<file path="src/rtl/dma_tc_pkg.sv">
// Shared types and limits for the DMA timing-and-control block.
package dma_tc_pkg;

  typedef enum logic [2:0] {IDLE, REQ, READ, WRITE, DONE} dma_tc_state_e;

  localparam int DMA_MAX_WAIT = 15;

endpackage

</file>
<file path="src/rtl/dma_tc_if.sv">
// Control strobes from the timing FSM to the DMA datapath.
interface dma_tc_if;

  logic ProgramMode;
  logic StateRead;
  logic StateWrite;
  logic StateDone;
  logic ior;
  logic iow;

  modport TC (output ProgramMode, StateRead, StateWrite, StateDone, ior, iow);
  modport DP (input  ProgramMode, StateRead, StateWrite, StateDone, ior, iow);

endinterface

</file>
<file path="src/rtl/dma_wait_counter.sv">
// Phase-length counter: done once WAIT_CYCLES cycles have elapsed since clear.
module dma_wait_counter #(
  parameter int WAIT_CYCLES = 0
) (
  input  logic clk,
  input  logic reset,
  input  logic clear,
  output logic done
);

  localparam int CW = (WAIT_CYCLES < 1) ? 1 : $clog2(WAIT_CYCLES + 1);
  localparam logic [CW-1:0] LAST = CW'(WAIT_CYCLES);

  logic [CW-1:0] count;

  // Saturates at LAST so the count never leaves the legal range.
  always_ff @(posedge clk) begin
    if (reset || clear)
      count <= '0;
    else if (count != LAST)
      count <= count + 1'b1;
  end

  assign done = (count == LAST);

endmodule

</file>
<file path="src/rtl/dma_timing_control.sv">
// Timing-and-control FSM for the single-channel block DMA; outputs are
// registered and decoded from the next state.
module dma_timing_control
  import dma_tc_pkg::*;
#(
  parameter int WAIT_CYCLES = 0
) (
  input  logic     clk,
  input  logic     reset,
  input  logic     cs_n,
  input  logic     dreq,
  input  logic     hlda,
  input  logic     tc,
  output logic     hrq,
  output logic     dack,
  output logic     eop_n,
  dma_tc_if.TC     tc_bus
);

  if (WAIT_CYCLES < 0 || WAIT_CYCLES > DMA_MAX_WAIT) begin : gWaitRangeCheck
    $error("dma_timing_control: WAIT_CYCLES out of range 0..%0d", DMA_MAX_WAIT);
  end

  dma_tc_state_e state;
  dma_tc_state_e nextState;
  logic          phaseDone;
  logic          counterClear;

  // Counter runs only while a phase persists; any state change restarts it.
  assign counterClear = (nextState != state) || !((state == READ) || (state == WRITE));

  dma_wait_counter #(.WAIT_CYCLES(WAIT_CYCLES)) uWaitCounter (
    .clk   (clk),
    .reset (reset),
    .clear (counterClear),
    .done  (phaseDone)
  );

  always_comb begin
    nextState = state;
    unique case (state)
      IDLE:  if (dreq && cs_n) nextState = REQ;
      REQ:   if (hlda) nextState = READ;
             else if (!dreq) nextState = IDLE;
      READ:  if (!hlda) nextState = IDLE;
             else if (phaseDone) nextState = WRITE;
      WRITE: if (!hlda) nextState = IDLE;
             else if (phaseDone) nextState = tc ? DONE : READ;
      DONE:  nextState = IDLE;
      default: nextState = IDLE;
    endcase
  end

  always_ff @(posedge clk) begin
    if (reset)
      state <= IDLE;
    else
      state <= nextState;
  end

  // Output registers load the decode of the state being entered.
  always_ff @(posedge clk) begin
    if (reset) begin
      hrq                <= 1'b0;
      dack               <= 1'b0;
      eop_n              <= 1'b1;
      tc_bus.ProgramMode <= 1'b0;
      tc_bus.StateRead   <= 1'b0;
      tc_bus.StateWrite  <= 1'b0;
      tc_bus.StateDone   <= 1'b0;
      tc_bus.ior         <= 1'b0;
      tc_bus.iow         <= 1'b0;
    end else begin
      hrq                <= (nextState != IDLE);
      dack               <= (nextState == READ) || (nextState == WRITE);
      eop_n              <= (nextState != DONE);
      tc_bus.ProgramMode <= (nextState == IDLE) && !cs_n;
      tc_bus.StateRead   <= (nextState == READ);
      tc_bus.StateWrite  <= (nextState == WRITE);
      tc_bus.StateDone   <= (nextState == DONE);
      tc_bus.ior         <= (nextState == READ);
      tc_bus.iow         <= (nextState == WRITE);
    end
  end

endmodule
</file>
<file path="src/flat_wrapper.sv">
// flat-port wrapper written by rule: the top's interface ports become plain ports
module dma_timing_control_flat import dma_tc_pkg::*;
#(
  parameter int WAIT_CYCLES = 0
)
  (clk, reset, cs_n, dreq, hlda, tc, hrq, dack, eop_n, tc_bus_ProgramMode, tc_bus_StateRead, tc_bus_StateWrite, tc_bus_StateDone, tc_bus_ior, tc_bus_iow);
  dma_tc_if tc_bus_i ();
  input  logic clk;
  input  logic reset;
  input  logic cs_n;
  input  logic dreq;
  input  logic hlda;
  input  logic tc;
  output logic hrq;
  output logic dack;
  output logic eop_n;
  output wire logic [$bits(tc_bus_i.ProgramMode)-1:0] tc_bus_ProgramMode;
  output wire logic [$bits(tc_bus_i.StateRead)-1:0] tc_bus_StateRead;
  output wire logic [$bits(tc_bus_i.StateWrite)-1:0] tc_bus_StateWrite;
  output wire logic [$bits(tc_bus_i.StateDone)-1:0] tc_bus_StateDone;
  output wire logic [$bits(tc_bus_i.ior)-1:0] tc_bus_ior;
  output wire logic [$bits(tc_bus_i.iow)-1:0] tc_bus_iow;
  assign tc_bus_ProgramMode = tc_bus_i.ProgramMode;
  assign tc_bus_StateRead = tc_bus_i.StateRead;
  assign tc_bus_StateWrite = tc_bus_i.StateWrite;
  assign tc_bus_StateDone = tc_bus_i.StateDone;
  assign tc_bus_ior = tc_bus_i.ior;
  assign tc_bus_iow = tc_bus_i.iow;
  dma_timing_control #(.WAIT_CYCLES(WAIT_CYCLES)) u_core (.clk(clk), .reset(reset), .cs_n(cs_n), .dreq(dreq), .hlda(hlda), .tc(tc), .hrq(hrq), .dack(dack), .eop_n(eop_n), .tc_bus(tc_bus_i));
endmodule
</file>
<file path="config.mk">
export PLATFORM = sky130hd
export DESIGN_NAME = dma_timing_control_flat
export DESIGN_NICKNAME = d
export VERILOG_FILES = /design/src/rtl/dma_tc_pkg.sv /design/src/rtl/dma_tc_if.sv /design/src/rtl/dma_wait_counter.sv /design/src/rtl/dma_timing_control.sv /design/src/flat_wrapper.sv
export SDC_FILE = /design/constraint.sdc
export NUM_CORES = 1
export LEC_CHECK = 0
export BUFFER_PORTS_ARGS = -buffer_cell sky130_fd_sc_hd__buf_4
export CORE_AREA = 2 2 39 41
export DETAILED_ROUTE_END_ITERATION = 8
export DIE_AREA = 0 0 41 43
export PLACE_DENSITY = 0.71
export SETUP_SLACK_MARGIN = 0.15
export SYNTH_ARGS = -nofsm -noshare
export SYNTH_HDL_FRONTEND = slang
export SYNTH_SLANG_ARGS = --single-unit
</file>
<file path="constraint.sdc">
create_clock -name clk -period 1 [get_ports clk]
set_input_delay 0.2 -clock clk [delete_from_list [all_inputs] [get_ports clk]]
set_output_delay 0.2 -clock clk [all_outputs]
set_load 0.01 [all_outputs]
</file>
# Word-level counts from Yosys, hierarchy flattened
# Index checks and enable logic that the tools add are counted.
[classes]
n_addsub = 1
n_eq_ne = 8
muxes = 9
n_bitwise = 1
reduce_logical = 12
[op_table]
columns = ["operator", "count"]
rows = [
  ["3-bit 2-to-1 mux", 8],
  ["3-bit by 2-bit equality test with 1-bit output, second input constant", 4],
  ["3-bit one-hot mux with 4 select lines", 1],
  ["3-bit logical NOT", 2],
  ["1-bit logical OR", 4],
  ["3-bit by 1-bit equality test with 1-bit output, second input constant", 1],
  ["3-bit equality test, second input constant", 1],
  ["3-bit != test", 1],
  ["3-bit != test, second input constant", 1],
  ["3-bit nonzero test", 1],
  ["1-bit logical AND", 2],
  ["1-bit logical NOT", 2],
  ["2-bit OR reduction", 1],
  ["1-bit adder, second input constant", 1],
  ["1-bit NOT", 1],
]
[word_totals]
reg_bits = 11
input_bits = 6
output_inout_bits = 9

# Depth between registers and ports, before layout
[depth]
word_depth = 8
mapped_depth = 4
mapped_depth_nobuf = 3

# Hierarchy
# Synthesis repeated with hierarchy kept, for this count alone.
[unflattened]
hier_cells = 41
area_unflattened_um2 = 421.7
[modules_own_cells]
columns = ["mod", "n_inst", "cells_each", "area_each_um2", "seq_area_each_um2"]
rows = [
  ["dma_timing_control", 1, 38, 394.1, 200.2],
  ["dma_wait_counter", 1, 3, 27.5, 20.0],
]

# Worst setup path after synthesis
# No wires, ideal clock.
[synth_path]
path_kind = "reg-to-reg"
startpoint = "register u_core.state[1]"
endpoint = "register u_core.tc_bus.StateWrite"
setup_ps = 127
arrival_time_ps = 922
path_slack_ps = -49
path_stages_with_launch = 4
period_less_slack_ps = 1049
cell_sequence = "dfxtp_1 -> nand4b_2 -> o2111a_1 -> nor3b_1"
[synth_between]
elab_chain_len = 4
[synth_lines]
columns = ["element", "line", "rtl"]
rows = [
  ["start, declared", "dma_timing_control.sv:24", "dma_tc_state_e state;"],
  ["start signal, assigned", "dma_timing_control.sv:58", "state <= nextState;"],
  ["3-bit 2-to-1 mux (on tied branches)", "dma_timing_control.sv:48, dma_timing_control.sv:44, dma_timing_control.sv:46", ""],
  ["3-bit 2-to-1 mux (on tied branches)", "dma_timing_control.sv:47, dma_timing_control.sv:43, dma_timing_control.sv:45", ""],
  ["3-bit one-hot mux with 4 select lines *", "dma_timing_control.sv:41", "unique case (state)"],
  ["3-bit by 2-bit equality test with 1-bit output *", "dma_timing_control.sv:79", "tc_bus.StateWrite <= (nextState == WRITE);"],
  ["end signal, assigned", "dma_timing_control.sv:79", ""],
  ["end, declared", "dma_tc_if.sv:11", "modport TC (output ProgramMode, StateRead, StateWrite, StateDone, ior, iow);"],
]
# Every way passes the cells marked *; elsewhere a longest branch is shown, timed or not.
# A chain may end at the register's enable or synchronous reset.

# Worst setup path in the final report
[layout_path]
startpoint = "register u_core.state[1]"
endpoint = "register u_core.tc_bus.StateRead"
[layout_between]
elab_chain_len = 4
[layout_lines]
columns = ["element", "line", "rtl"]
rows = [
  ["3-bit 2-to-1 mux (on tied branches)", "dma_timing_control.sv:48, dma_timing_control.sv:44, dma_timing_control.sv:46", ""],
  ["3-bit 2-to-1 mux (on tied branches)", "dma_timing_control.sv:47, dma_timing_control.sv:43, dma_timing_control.sv:45", ""],
  ["3-bit one-hot mux with 4 select lines *", "dma_timing_control.sv:41", ""],
  ["3-bit by 2-bit equality test with 1-bit output *", "dma_timing_control.sv:78", "tc_bus.StateRead <= (nextState == READ);"],
  ["end signal, assigned", "dma_timing_control.sv:78", ""],
  ["end, declared", "dma_tc_if.sv:11", ""],
]
# Marks and branches as above.

==> metrics <==
antenna-violating nets left=0; Max FO, Critical Path=8; Post-Syn Area=455 sq um; vias in the first global route=329; clk slew on worst S/H paths=0.07 ns; top cell type's share of synthesized area=48.4%; DP Worst Slack=-0.0522 ns; Net Count, Synth=45; worst hold slack=0.125 ns; H-tree Lvls=1; Leak=0.328 nW; Setup Crit Path Kind=reg -> reg; CP required=1.21 ns; DR WL/cell=13.1 um; Netlist cell types=22; multi-input logic area=248 sq um; Syn. warnings=0; first-pass GRT wire length=roughly 1400 um; fmax=955 MHz; fin nets=68; Starting Density=32.9%; Syn-to-layout area delta=60.2%; DR iter-0 viols=9; cts bufs inserted=3; peak supply drop=0.870 mV; Yosys reg bits=11; Total Routing Usage GR=between 10 and 15%; crit path time final=1.05 ns; antenna violations before repair=0; Tcrit/Tclk final=105%; die area=1760 sq um; routed wire length=roughly 1000 um; DRT Pass-1 Iters=4; CP Capture Type=register; type of origin of the critical path=register; total power=approximately 0.91 mW; drt drc=0; vias per cell=4.96; die height=43 um; RSZ-0062 raised after global routing=true; # diodes=0; post-synthesis sequential area ratio=between 40 and 50%; Yosys top cell by area=dfxtp_1; Slew Limit Fails=0; layout cell share with drive strength beyond 1=68.9%; DIE WIDTH=41 um; Core ar.=1380 sq um; Hold Path Class=in -> reg; total of max-cap violations=0; fill count=approximately 130; total number of vias=382; final hold viol count=0; Top Ports=15; r2r setup slk=-0.05 ns; synth top area cells=dfxtp_1 48%, nor4_2 5.5%, nor4b_4 5.2%, o2111a_1 4.9%, buf_4 3.3%; DP Wirelength=698 um; Layout Utilization=52.7%; Worst Slack Setup Final=-0.0471 ns; FF+latch area=approximately 240 sq um; crit path DAT=between 1 and 1.5 ns; setup violators final=3; gpl congestion=0.722; GRT overflow=0; FP Rows=14; outcome=complete, but fails checks; CTS tree=done; clock sinks=11; Mean Syn Cell Area=11.7 sq um; worst skew pair latency=0.27 ns; clock tree root driver cell=clkbuf_4; clock skew=0.00743 ns; Cells after Synth=39; Bufs on Longest Clock Path=2; Power Density=1250 nW/um^2; pin count of the biggest net entering global routing=9; failing checks=setup timing; Buffers on Ports=14
## cell type report
type,instances,share of cell area [%]
multi-input combinational,22,34.0
timing repair buffer,21,25.7
inverter,3,1.54
clock buffer,4,3.60
sequential,11,32.4
tap,16,2.74
## worst max-delay path, cell delays in order, from the launching register on
cell and delay (ns):
dfxtp_4 0.38, and3b_1 0.20, a211oi_4 0.24, o21a_1 0.17
## sequential cells by signal, indices dropped and copies added (netlist names)
register,flops
u_core.tc_bus.ProgramMode,1
u_core.tc_bus.StateRead,1
u_core.eop_n,1
u_core.state,3
u_core.tc_bus.StateWrite,1
u_core.uWaitCounter.count,1
u_core.hrq,1
u_core.tc_bus.StateDone,1
u_core.dack,1
## path summary, 6_finish.rpt
check / from / end / cells past startpoint
worst max register to register: u_core.state[1] / u_core.tc_bus.StateRead / 3
worst min register to register: u_core.uWaitCounter.count / u_core.tc_bus.StateDone / 2
worst max-delay path: u_core.state[1] / u_core.tc_bus.StateRead / 3
worst min-delay path: cs_n / u_core.tc_bus.ProgramMode / 2
## power by group
group	switching, mW	leakage [nW]	internal, mW	total [mW]
clock network	0.139	0.0150	0.154	0.293
registers	0.0213	0.0929	0.455	0.477
logic	0.0584	0.220	0.0819	0.140
total	0.218	0.328	0.691	0.910
## through the flow
step / TNS [ns] / std cells / cell area, sq um
3_3_place_gp: -0.104 / 72 / 632
2_1_floorplan: 0 / 39 / 492
5_1_grt: -0.393 / 77 / 729
3_5_place_dp: -0.103 / 72 / 632
4_1_cts: -0.0651 / 76 / 704
6_report: -0.0789 / 77 / 729
## layout by cell type, fill, tap and decap left out, types with 2 or more instances in the layout
cell type   n
buf_4      13
buf_6       8
dfxtp_2     7
inv_1       3
clkbuf_4    3
o2111a_1    2
nor4b_4     2
nor4_2      2
nand2_1     2
dfxtp_4     2
dfxtp_1     2
## synth_stat cells
| cell type | number |
|---|---|
| dfxtp_1 | 11 |
| inv_1 | 3 |
| buf_4 | 2 |
| nand2_1 | 2 |
| nor2_1 | 2 |
| nor4_2 | 2 |
| o2111a_1 | 2 |
| a211oi_2 | 1 |
| a311oi_1 | 1 |
| and3b_1 | 1 |
| buf_6 | 1 |
| conb_1 | 1 |
| nand3_1 | 1 |
| nand4b_2 | 1 |
| nor2b_2 | 1 |
| nor3b_1 | 1 |
| nor4b_1 | 1 |
| nor4b_4 | 1 |
| o211a_1 | 1 |
| o21a_1 | 1 |
| o21ai_0 | 1 |
| o311a_1 | 1 |
## cell families after synthesis
kind of cell	synth area share, %
and+or+nand+nor	25.8
DFF	48.4
AOI/OAI and AO/OA	16.8
buffers and inverters	8.24
other	0.823
## routing by layer
layer	vias up	routed length, um	part of all wire [%]	global-route usage [%]
met5	-	0	0	0
met4	0	0	0	2.00
met3	0	77	7.6	8.90
met2	13	529	52	17.5
met1	185	404	40	14.8
li1	184	-	-	-
## timing repair
item	CTS	global route
pin swaps	2	1
buffers inserted	0	1
hold buffers	0	0
setup endpoints to repair	18	19
resized for setup	15	5
Power figures use the tool's default switching activity.
